### src/rtl/npu_sched_pkg.sv
// Shared types for the NPU command scheduler.
// FSM state enum, queued command bundle and field widths.
package npu_sched_pkg;

  localparam int NPU_INSTR_W = 32;
  localparam int REG_TAG_W   = 5;

  typedef enum logic [1:0] {
    SCHED_IDLE,
    SCHED_ISSUE,
    SCHED_WAIT_RES,
    SCHED_WB
  } sched_state_e;

  typedef struct packed {
    logic [NPU_INSTR_W-1:0] instr;
    logic [REG_TAG_W-1:0]   rd;
  } sched_cmd_t;

endpackage

### src/rtl/npu_cmd_fifo.sv
// Synchronous command FIFO; pushes are dropped when full or on flush.
// Ports: clk, rst_n, i_push/i_pop/i_flush, i_wdata, o_rdata (head), o_full, o_empty, o_count.
module npu_cmd_fifo
  import npu_sched_pkg::*;
#(
  parameter int DEPTH = 4
) (
  input  logic                     clk,
  input  logic                     rst_n,
  input  logic                     i_push,
  input  logic                     i_pop,
  input  logic                     i_flush,
  input  sched_cmd_t               i_wdata,
  output sched_cmd_t               o_rdata,
  output logic                     o_full,
  output logic                     o_empty,
  output logic [$clog2(DEPTH):0]   o_count
);

  localparam int AW = $clog2(DEPTH);

  sched_cmd_t          r_mem [DEPTH];
  logic [AW-1:0]       r_wr;
  logic [AW-1:0]       r_rd;
  logic [AW:0]         r_count;
  logic                w_push;
  logic                w_pop;

  assign o_full  = (r_count == (AW+1)'(DEPTH));
  assign o_empty = (r_count == '0);
  assign o_count = r_count;
  assign o_rdata = r_mem[r_rd];

  // full blocks a push even if a pop frees a slot this cycle
  assign w_push = i_push && !o_full;
  assign w_pop  = i_pop && !o_empty;

  always_ff @(posedge clk) begin
    if (!rst_n) begin
      r_wr    <= '0;
      r_rd    <= '0;
      r_count <= '0;
    end else if (i_flush) begin
      r_wr    <= '0;
      r_rd    <= '0;
      r_count <= '0;
    end else begin
      if (w_push) r_wr <= r_wr + 1'b1;
      if (w_pop)  r_rd <= r_rd + 1'b1;
      unique case ({w_push, w_pop})
        2'b10:   r_count <= r_count + 1'b1;
        2'b01:   r_count <= r_count - 1'b1;
        default: r_count <= r_count;
      endcase
    end
  end

  always_ff @(posedge clk) begin
    if (w_push && !i_flush) r_mem[r_wr] <= i_wdata;
  end

endmodule

### src/rtl/npu_cmd_scheduler.sv
// Queues core NPU instructions, issues one at a time to the NPU, returns results to writeback.
// Ports: cmd_* (core side), flush, npu_cmd_* / npu_result* (NPU side), wb_* (regfile), busy, err_timeout.
// Optional macro NPU_SCHED_TIMEOUT_EN enables the WAIT_RES result watchdog.
module npu_cmd_scheduler
  import npu_sched_pkg::*;
#(
  parameter int DEPTH          = 4,
  parameter int TIMEOUT_CYCLES = 1024
) (
  input  logic                   clk,
  input  logic                   rst_n,
  input  logic                   cmd_valid,
  output logic                   cmd_ready,
  input  logic [NPU_INSTR_W-1:0] cmd_instr,
  input  logic [REG_TAG_W-1:0]   cmd_rd,
  input  logic                   flush,
  output logic                   npu_cmd_valid,
  input  logic                   npu_cmd_ready,
  output logic [NPU_INSTR_W-1:0] npu_cmd_data,
  input  logic [NPU_INSTR_W-1:0] npu_result,
  input  logic                   npu_result_valid,
  output logic                   wb_valid,
  input  logic                   wb_ready,
  output logic [REG_TAG_W-1:0]   wb_rd,
  output logic [NPU_INSTR_W-1:0] wb_data,
  output logic                   busy,
  output logic                   err_timeout
);

  sched_state_e           r_state;
  sched_state_e           w_state_nxt;
  sched_cmd_t             w_push_cmd;
  sched_cmd_t             w_head;
  logic                   w_full;
  logic                   w_empty;
  logic [$clog2(DEPTH):0] w_count;
  logic                   w_pop;
  logic                   w_avail;
  logic                   w_timeout;
  logic [NPU_INSTR_W-1:0] r_hold_instr;
  logic [REG_TAG_W-1:0]   r_hold_rd;
  logic [NPU_INSTR_W-1:0] r_res;

  assign w_push_cmd = '{instr: cmd_instr, rd: cmd_rd};

  npu_cmd_fifo #(.DEPTH(DEPTH)) u_fifo (
    .clk     (clk),
    .rst_n   (rst_n),
    .i_push  (cmd_valid),
    .i_pop   (w_pop),
    .i_flush (flush),
    .i_wdata (w_push_cmd),
    .o_rdata (w_head),
    .o_full  (w_full),
    .o_empty (w_empty),
    .o_count (w_count)
  );

  // a flushing queue must not hand its head to the hold registers
  assign w_avail = !w_empty && !flush;

  assign cmd_ready     = !w_full;
  assign npu_cmd_valid = (r_state == SCHED_ISSUE);
  assign npu_cmd_data  = r_hold_instr;
  assign wb_valid      = (r_state == SCHED_WB);
  assign wb_rd         = r_hold_rd;
  assign wb_data       = r_res;
  assign busy          = (r_state != SCHED_IDLE) || (w_count != '0);

  always_ff @(posedge clk) begin
    if (!rst_n) r_state <= SCHED_IDLE;
    else        r_state <= w_state_nxt;
  end

  always_comb begin
    w_state_nxt = r_state;
    w_pop       = 1'b0;
    unique case (r_state)
      SCHED_IDLE: begin
        if (w_avail) begin
          w_pop       = 1'b1;
          w_state_nxt = SCHED_ISSUE;
        end
      end
      SCHED_ISSUE: begin
        if (npu_cmd_ready) w_state_nxt = SCHED_WAIT_RES;
      end
      SCHED_WAIT_RES: begin
        if (w_timeout) begin
          w_state_nxt = SCHED_IDLE;
        end else if (npu_result_valid) begin
          if (r_hold_rd != '0) begin
            w_state_nxt = SCHED_WB;
          end else if (w_avail) begin
            w_pop       = 1'b1;
            w_state_nxt = SCHED_ISSUE;
          end else begin
            w_state_nxt = SCHED_IDLE;
          end
        end
      end
      SCHED_WB: begin
        if (wb_ready) begin
          if (w_avail) begin
            w_pop       = 1'b1;
            w_state_nxt = SCHED_ISSUE;
          end else begin
            w_state_nxt = SCHED_IDLE;
          end
        end
      end
      default: w_state_nxt = SCHED_IDLE;
    endcase
  end

  always_ff @(posedge clk) begin
    if (!rst_n) begin
      r_hold_instr <= '0;
      r_hold_rd    <= '0;
      r_res        <= '0;
    end else begin
      if (w_pop) begin
        r_hold_instr <= w_head.instr;
        r_hold_rd    <= w_head.rd;
      end
      if (r_state == SCHED_WAIT_RES && npu_result_valid) begin
        r_res <= npu_result;
      end
    end
  end

`ifdef NPU_SCHED_TIMEOUT_EN
  localparam int TW = $clog2(TIMEOUT_CYCLES) + 1;

  logic [TW-1:0] r_to_cnt;
  logic          r_err;

  // counter value k means k full cycles already spent in WAIT_RES
  assign w_timeout   = (r_state == SCHED_WAIT_RES) && !npu_result_valid &&
                       (r_to_cnt == TW'(TIMEOUT_CYCLES - 1));
  assign err_timeout = r_err;

  always_ff @(posedge clk) begin
    if (!rst_n) begin
      r_to_cnt <= '0;
      r_err    <= 1'b0;
    end else begin
      if (r_state == SCHED_WAIT_RES) r_to_cnt <= r_to_cnt + 1'b1;
      else                           r_to_cnt <= '0;
      if (w_timeout)  r_err <= 1'b1;
      else if (flush) r_err <= 1'b0;
    end
  end
`else
  assign w_timeout   = 1'b0;
  assign err_timeout = 1'b0;
`endif

endmodule

### config.mk
export PLATFORM = sky130hd
export DESIGN_NAME = npu_cmd_scheduler
export DESIGN_NICKNAME = d
export VERILOG_FILES = /design/src/rtl/npu_sched_pkg.sv /design/src/rtl/npu_cmd_fifo.sv /design/src/rtl/npu_cmd_scheduler.sv
export SDC_FILE = /design/constraint.sdc
export NUM_CORES = 1
export LEC_CHECK = 0
export ABC_AREA = 0
export CORE_MARGIN = 2
export CORE_UTILIZATION = 45
export CTS_CLUSTER_SIZE = 25
export DETAILED_ROUTE_END_ITERATION = 10
export GPL_TIMING_DRIVEN = 0
export PLACE_DENSITY = 0.72
export SLEW_MARGIN = 0
export SYNTH_ARGS = -nofsm -noshare
export SYNTH_HDL_FRONTEND = slang
export SYNTH_HIERARCHICAL = 1
export SYNTH_SLANG_ARGS = --single-unit
### constraint.sdc
create_clock -name clk -period 3.8 [get_ports clk]
set_input_delay 0.76 -clock clk [delete_from_list [all_inputs] [get_ports clk]]
set_output_delay 0.76 -clock clk [all_outputs]
set_load 0.05 [all_outputs]
==> results of run 1 <==
## worst max-delay path by stage
stage                      from             endpoint  slack, ns  cells past startpoint
4_1_cts        npu_result_valid    u_fifo/o_count[2]       0.45                     13
3_5_place_dp   npu_result_valid    u_fifo/o_count[2]      -0.07                     13
5_1_grt        npu_result_valid    u_fifo/o_count[2]       0.29                     13
6_report       npu_result_valid    u_fifo/o_count[2]       0.43                     13
3_3_place_gp          cmd_valid  u_fifo/r_mem[2][24]      -3.26                      3
2_1_floorplan         cmd_valid   u_fifo/r_mem[1][0]      -0.32                      2
## registers in the layout (all words and copies together), names as in the netlist, named ones only
| name | flops |
|---|---|
| u_fifo/r_rd | 2 |
| u_fifo/r_wr | 2 |
| wb_data | 32 |
| wb_rd | 5 |
| npu_cmd_data | 32 |
| u_fifo/o_count | 3 |
| r_state | 2 |
| u_fifo/r_mem | 148 |
## metrics by stage
stage	TNS (ns)	hold WS (ns)	area [um^2]	power (W)	setup slack, ns
3_3_place_gp	-478.01	0.442	10600	0.00309	-3.26
3_5_place_dp	-0.0663	0.447	10800	0.00310	-0.0663
4_1_cts	0	0.457	11600	0.00540	0.453
5_1_grt	0	0.474	11600	0.00553	0.287
2_1_floorplan	-46.81	0.459	8750	0.00293	-0.324
6_report	0	0.452	11600	0.00534	0.429
## synth_stat cells (2+ instances only)
cell type,instances
sky130_fd_sc_hd__a21oi_1,6
sky130_fd_sc_hd__buf_4,2
sky130_fd_sc_hd__mux4_1,7
sky130_fd_sc_hd__buf_12,5
sky130_fd_sc_hd__dfxtp_1,80
sky130_fd_sc_hd__mux2i_1,37
sky130_fd_sc_hd__edfxtp_1,148
sky130_fd_sc_hd__buf_6,2
sky130_fd_sc_hd__or3_1,3
sky130_fd_sc_hd__a21boi_1,8
sky130_fd_sc_hd__a21boi_0,25
sky130_fd_sc_hd__o21ai_0,5
sky130_fd_sc_hd__inv_1,9
sky130_fd_sc_hd__nand2_1,143
sky130_fd_sc_hd__mux4_2,30
sky130_fd_sc_hd__ha_1,5
sky130_fd_sc_hd__buf_2,6
sky130_fd_sc_hd__nor2b_1,3
sky130_fd_sc_hd__clkbuf_1,17
sky130_fd_sc_hd__nand3_1,2
sky130_fd_sc_hd__nor2_1,7
sky130_fd_sc_hd__xor2_1,3
sky130_fd_sc_hd__nor3b_1,5
## report_power, final
group	switching, W	internal, W
Clock	0.000912	0.00138
Combinational	0.000188	0.000162
Sequential	0.0000188	0.00268
Total	0.00112	0.00422
## layout make-up
cell class                      count  area, um^2  share of cell area (%)
Timing Repair Buffer              164        1670                    14.4
Multi-Input combinational cell    304        2450                    21.2
Inverter                           10        38.8                   0.335
Tap cell                          265         332                    2.87
Buffer                             33         236                    2.04
Sequential cell                   228        6050                    52.2
Clock inverter                     10        83.8                   0.724
Clock buffer                       34         714                    6.17
## cells by family after synthesis
| kind of cell | share of synthesized area (%) |
|---|---|
| fa+ha+maj | 0.944 |
| compound gates | 4.17 |
| xor+xnor | 0.300 |
| simple gates | 8.13 |
| mux | 14.2 |
| other cells | 0.0428 |
| buf+inv | 3.14 |
| flops | 69.1 |
## critical path: cells and delay by family
kind	cells	cell delay, ns
AND/OR/NAND/NOR	2	0.56
AO/OA/AOI/OAI	4	0.79
XOR/XNOR	1	0.16
buffers and inverters	4	0.97
adder cells (fa/ha/maj)	2	0.56
## metal layers
metal / up-vias / part of all wire [%] / global-route usage, % / wire [um]
met5: - / 0.064 / 0 / 12
met4: 2 / 1.8 / 4.80 / 337
met3: 31 / 6.7 / 4.13 / 1250
met2: 169 / 49 / 32.2 / 9080
met1: 2526 / 43 / 22.5 / 7940
li1: 2487 / - / - / -
==> insert_results.sql, run 1 <==
INSERT INTO impl_metrics (metric_group, metric, value, unit) VALUES
('synth', 'synth-warning-count', '6', ''),
('timing', 'grt_setup_unrepaired', 'no', ''),
('synth', 'yosys.cell_types.count', '40', ''),
('flow_run', 'max-cap-violations', '0', ''),
('timing', 'tcrit_tclk_final', '88.7', '%'),
('drt', 'vias_per_cell', '4.98', ''),
('global_routing', 'pin_count_of_the_biggest_net_entering_global_routing', '15', ''),
('synth', 'area_share_of_the_largest_cell_type_after_synthesis', '50.8', '%'),
('global_routing', 'grt_first_pass_wirelength', '28800', 'um'),
('floorplan', 'floorplan.initialDensity', '45.4', '%'),
('synth', 'syn_area', '0.00875', 'mm^2'),
('clock_network', 'clock-sinks', '228', ''),
('synth', 'seq_area_frac_synth', '69.1', '%'),
('floorplan', 'core-area', '0.0193', 'mm^2'),
('final_layout', 'final_core_utilization', '60.0', '%'),
('placed_design', 'buffer_ports.inserted', '148', ''),
('critical_path', 'path_common_cell', 'sky130_fd_sc_hd__inv_1', ''),
('timing', 'min_period', '3.37', 'ns'),
('critical_path', 'critPathMaxFanout', '11', ''),
('clock_network', 'cts-htree-levels', '1', ''),
('critical_path', 'crit_arrival', '3.81', 'ns'),
('clock_network', 'clk_transition_reported_paths', '0.06', 'ns'),
('pwr', 'p_per_area', '462', 'mW/mm^2'),
('min_path', 'timing.hold.worst_endpoint', 'npu_cmd_data[19]', ''),
('drt', 'initialDrtViolationCount', '252', ''),
('timing', 'final_hold_vios', '0', ''),
('min_path', 'worstHoldPathCells', '2', ''),
('placed_design', 'placed_cells_incl_taps', '1004', ''),
('critical_path', 'endpoint_kind', 'register', ''),
('clock_network', 'cts-root-buf', 'sky130_fd_sc_hd__clkbuf_16', ''),
('clock_network', 'post_cts.resized_instances', '0', ''),
('timing', 'timing.fmax', '297', 'MHz'),
('final_layout', 'filler_cell_count', '1454', ''),
('min_path', 'min-delay-path-class', 'reg2reg', ''),
('pwr', 'power_leakage', '3.85', 'nW'),
('timing', 'timing.clock.skew', '0.0215', 'ns'),
('placed_design', 'dp.final_hpwl', '13100', 'um'),
('critical_path', 'ff2ff_setup_slack', '0.61', 'ns'),
('synth', 'synth_seq_cells', '228', ''),
('critical_path', 'rr_startpoint', 'wb_rd[4]', ''),
('critical_path', 'ws_path_type', 'in2reg', ''),
('drt', 'wl_per_cell', '17.8', 'um'),
('clock_network', 'postCtsSetupRepairBufs', '0', ''),
('clock_network', 'clock_network_latency_to_the_later_pin_of_the_worst_skew_pair', '0.52', 'ns'),
('floorplan', 'floorplan.rows', '51', ''),
('critical_path', 'critical_path.max_stage_delay', '0.54', 'ns'),
('drt', 'via_count', '5215', ''),
('timing', 'timing.max_slew.rel_slack', '59.1', '%'),
('final_layout', 'filler_free_cell_count_of_the_finished_design', '1048', ''),
('critical_path', 'critical_path_launch_point_type', 'input port', ''),
('pwr', 'ir_drop', '439', 'uV'),
('run_status', 'outcome', 'finished clean', ''),
('floorplan', 'fp.dieW', '143', 'um'),
('timing', 'slew_viol_final', '0', ''),
('critical_path', 'crit_slowest_cell', 'sky130_fd_sc_hd__clkdlybuf4s50_1', ''),
('floorplan', 'dieArea', '0.0206', 'mm^2'),
('drt', 'drt_pass1_iterations', '4', ''),
('synth', 'post_synth_edffs', '148', ''),
('global_routing', 'vias_in_the_first_global_route', '5474', ''),
('floorplan', 'die_height', '143', 'um'),
('timing', 'finalSetupViolCount', '0', ''),
('critical_path', 'crit_chain', 'clkdlybuf4s50_1 -> nor2b_1 -> a221oi_2 -> a2111oi_4 -> buf_4 -> o31ai_1 -> inv_1 -> ha_1 -> inv_1 -> fa_1 -> xor2_1 -> or3_1 -> a21oi_1', ''),
('synth', 'netlist.top_cell.by_area', 'sky130_fd_sc_hd__edfxtp_1', ''),
('clock_network', 'cts_hold_repair.buffers', '0', ''),
('synth', 'post_synthesis_async_set_or_reset_flop_share', '0', '%'),
('drt', 'drt.antenna.violating_nets', '0', ''),
('timing', 'timing_worst_slew_pin_value', '0.609', 'ns'),
('final_layout', 'finalNetCount', '847', ''),
('floorplan', 'pin_count', '150', ''),
('synth', 'synthesis.nets', '657', ''),
('drt', 'drc', '0', '');
Power figures use the tool's default switching activity.
==> inputs of run 2 (changes only) <==
--- a/config.mk
+++ b/config.mk
@@ -10,8 +10,11 @@
 export CORE_UTILIZATION = 45
 export CTS_CLUSTER_SIZE = 25
 export DETAILED_ROUTE_END_ITERATION = 10
+export GPL_ROUTABILITY_DRIVEN = 0
 export GPL_TIMING_DRIVEN = 0
 export PLACE_DENSITY = 0.72
+export RECOVER_POWER = 25
+export SETUP_SLACK_MARGIN = 0.2
 export SLEW_MARGIN = 0
 export SYNTH_ARGS = -nofsm -noshare
 export SYNTH_HDL_FRONTEND = slang
==> insert_results.sql, run 2 (same netlist as run 1, synthesis figures left out) <==
INSERT INTO impl_metrics (metric_group, metric, value, unit) VALUES
('critical_path', 'critical_path.max_stage_delay', '0.54', 'ns'),
('timing', 'tcrit_tclk_final', '88.8', '%'),
('drt', 'via_count', '5238', ''),
('final_layout', 'drive_above_1_share', '13.9', '%'),
('pwr', 'ir_drop', '438', 'uV'),
('timing', 'min_period', '3.37', 'ns'),
('pwr', 'power.share.sequential', '50.6', '%'),
('timing', 'timing.max_slew.rel_slack', '59.1', '%'),
('flow_run', 'max-cap-violations', '0', ''),
('drt', 'drc', '0', ''),
('final_layout', 'most_common_cell_after_layout_fill_and_taps_aside', 'sky130_fd_sc_hd__edfxtp_1', ''),
('timing', 'layout_setup_ws', '0.427', 'ns'),
('clock_network', 'clk_transition_reported_paths', '0.06', 'ns'),
('clock_network', 'clock_network_latency_to_the_later_pin_of_the_worst_skew_pair', '0.52', 'ns'),
('timing', 'timing.fmax', '296', 'MHz'),
('run_status', 'outcome', 'finished clean', ''),
('clock_network', 'cts_made_buffers', '24', ''),
('global_routing', 'grt_antenna_before_repair', '2', ''),
('critical_path', 'critPathMaxFanout', '11', ''),
('floorplan', 'core-area', '0.0193', 'mm^2'),
('floorplan', 'fp.dieW', '143', 'um'),
('clock_network', 'cts_hold_repair.buffers', '0', ''),
('placed_design', 'worst_setup_slack_before_clock_tree_synthesis', '-0.0663', 'ns'),
('clock_network', 'post_cts.resized_instances', '0', ''),
('placed_design', 'buffer_ports.inserted', '148', ''),
('clock_network', 'postCtsSetupRepairBufs', '0', ''),
('floorplan', 'floorplan.initialDensity', '45.4', '%'),
('pwr', 'power.share.switching', '20.9', '%'),
('pwr', 'power.clock.fraction', '42.9', '%'),
('drt', 'drt-total-wl', '18600', 'um'),
('clock_network', 'clock-sinks', '228', ''),
('timing', 'timing_worst_slew_pin_value', '0.608', 'ns'),
('final_layout', 'commonest_non_fill_non_tap_cells_in_the_layout', 'sky130_fd_sc_hd__edfxtp_1 (148), sky130_fd_sc_hd__nand2_1 (143), sky130_fd_sc_hd__clkdlybuf4s50_1 (120), sky130_fd_sc_hd__dfxtp_1 (80), sky130_fd_sc_hd__mux2i_1 (37)', ''),
('critical_path', 'path_common_cell', 'sky130_fd_sc_hd__inv_1', ''),
('global_routing', 'grt_usage', '18.2', '%'),
('floorplan', 'floorplan.rows', '51', ''),
('timing', 'slew_viol_final', '0', ''),
('pwr', 'p_total', '0.00533', 'W'),
('timing', 'timing.clock.skew', '0.0207', 'ns'),
('clock_network', 'cts-root-buf', 'sky130_fd_sc_hd__clkbuf_16', ''),
('final_layout', 'syn2layout_area_growth', '32.2', '%'),
('global_routing', 'pin_count_of_the_biggest_net_entering_global_routing', '15', ''),
('critical_path', 'endpoint_kind', 'register', ''),
('critical_path', 'crit_slowest_cell', 'sky130_fd_sc_hd__clkdlybuf4s50_1', ''),
('pwr', 'internal_cell_power', '0.00422', 'W'),
('floorplan', 'die_height', '143', 'um'),
('placed_design', 'detailed_place.area', '0.0108', 'mm^2'),
('drt', 'vias_per_cell', '4.99', ''),
('drt', 'wl_per_cell', '17.7', 'um'),
('final_layout', 'flip_flop_count_of_the_largest_register_after_layout', '148', ''),
('timing', 'final_hold_vios', '0', ''),
('clock_network', 'cts-htree-levels', '1', ''),
('global_routing', 'grt_first_pass_wirelength', '28800', 'um'),
('pwr', 'combPwrFrac', '6.4', '%'),
('pwr', 'p_switching', '0.00112', 'W'),
('global_routing', 'vias_in_the_first_global_route', '5474', ''),
('critical_path', 'ws_path_type', 'in2reg', ''),
('timing', 'grt_setup_unrepaired', 'no', ''),
('critical_path', 'crit_arrival', '3.81', 'ns'),
('min_path', 'min-delay-path-class', 'reg2reg', ''),
('floorplan', 'dieArea', '0.0206', 'mm^2'),
('final_layout', 'finalNetCount', '847', ''),
('critical_path', 'ff2ff_setup_slack', '0.61', 'ns'),
('drt', 'drt_pass1_iterations', '4', ''),
('drt', 'initialDrtViolationCount', '254', ''),
('final_layout', 'design_area', '0.0116', 'mm^2'),
('placed_design', 'dp.final_hpwl', '13100', 'um'),
('drt', 'drt.antenna.violating_nets', '0', ''),
('critical_path', 'critical_path_required', '4.24', 'ns'),
('critical_path', 'critical_path_launch_point_type', 'input port', ''),
('clock_network', 'clock_tree_from_tritoncts', 'done', ''),
('floorplan', 'pin_count', '150', ''),
('clock_network', 'cts_buffer_depth', '3', ''),
('critical_path', 'crit_chain', 'clkdlybuf4s50_1 -> nor2b_1 -> a221oi_2 -> a2111oi_4 -> buf_4 -> o31ai_1 -> inv_1 -> ha_1 -> inv_1 -> fa_1 -> xor2_1 -> or3_1 -> a21oi_1', ''),
('global_routing', 'grt_overflow', '0', ''),
('timing', 'finalSetupViolCount', '0', ''),
('pwr', 'p_per_area', '461', 'mW/mm^2'),
('pwr', 'power_leakage', '3.85', 'nW'),
('final_layout', 'regMostFlops', 'u_fifo/r_mem', '');
run 2: per-layer routing:
layer  vias up  GRT usage [%]  share of wire [%]
li1       2489              -                  -
met1      2552           22.5                 43
met2       164           32.2                 49
met3        31           4.13                6.5
met4         2           4.80                1.8
met5         -              0              0.064
run 2: metrics by stage:
stage          hold slack [ns]  utilization, %  instances  setup TNS [ns]
5_1_grt                  0.474            60.0       1048               0
2_1_floorplan            0.459               -        575          -46.81
3_5_place_dp             0.447            55.9       1004         -0.0663
6_report                 0.452            60.1       1049               0
4_1_cts                  0.457            60.0       1048               0
3_3_place_gp             0.442            54.8        988         -478.01
run 2: worst paths after layout:
path	startpoint	end	cells past startpoint
min	npu_cmd_data[19]	npu_cmd_data[19]	2
max reg2reg	wb_rd[4]	u_fifo/o_count[2]	12
max	npu_result_valid	u_fifo/o_count[2]	13
min reg2reg	npu_cmd_data[19]	npu_cmd_data[19]	2
run 2: power groups by stage:
stage	Combinational [W]	Clock (W)	Sequential [W]
3_5_place_dp	0.000350	0	0.00275
2_1_floorplan	0.000122	0	0.00280
4_1_cts	0.000353	0.00235	0.00270
5_1_grt	0.000367	0.00246	0.00270
6_report	0.000344	0.00229	0.00270
3_3_place_gp	0.000333	0	0.00275
run 2: area by class of cell:
type	count	area (um^2)
repair buffers	164	1670
diodes	1	2.50
multi-input cells	304	2450
fillers	1453	7700
inverters	10	38.8
well taps	265	332
flip-flops and latches	228	6050
plain buffers	33	236
clock inverters	10	83.8
clock buffers	34	714
run 2: worst max-delay path, delay by kind of cell:
family | cells | cell delay (ns)
buffers and inverters | 4 | 0.97
adders and majority gates | 2 | 0.56
AOI/OAI and AO/OA | 4 | 0.79
xor gates and xnor gates | 1 | 0.16
and+or+nand+nor | 2 | 0.56
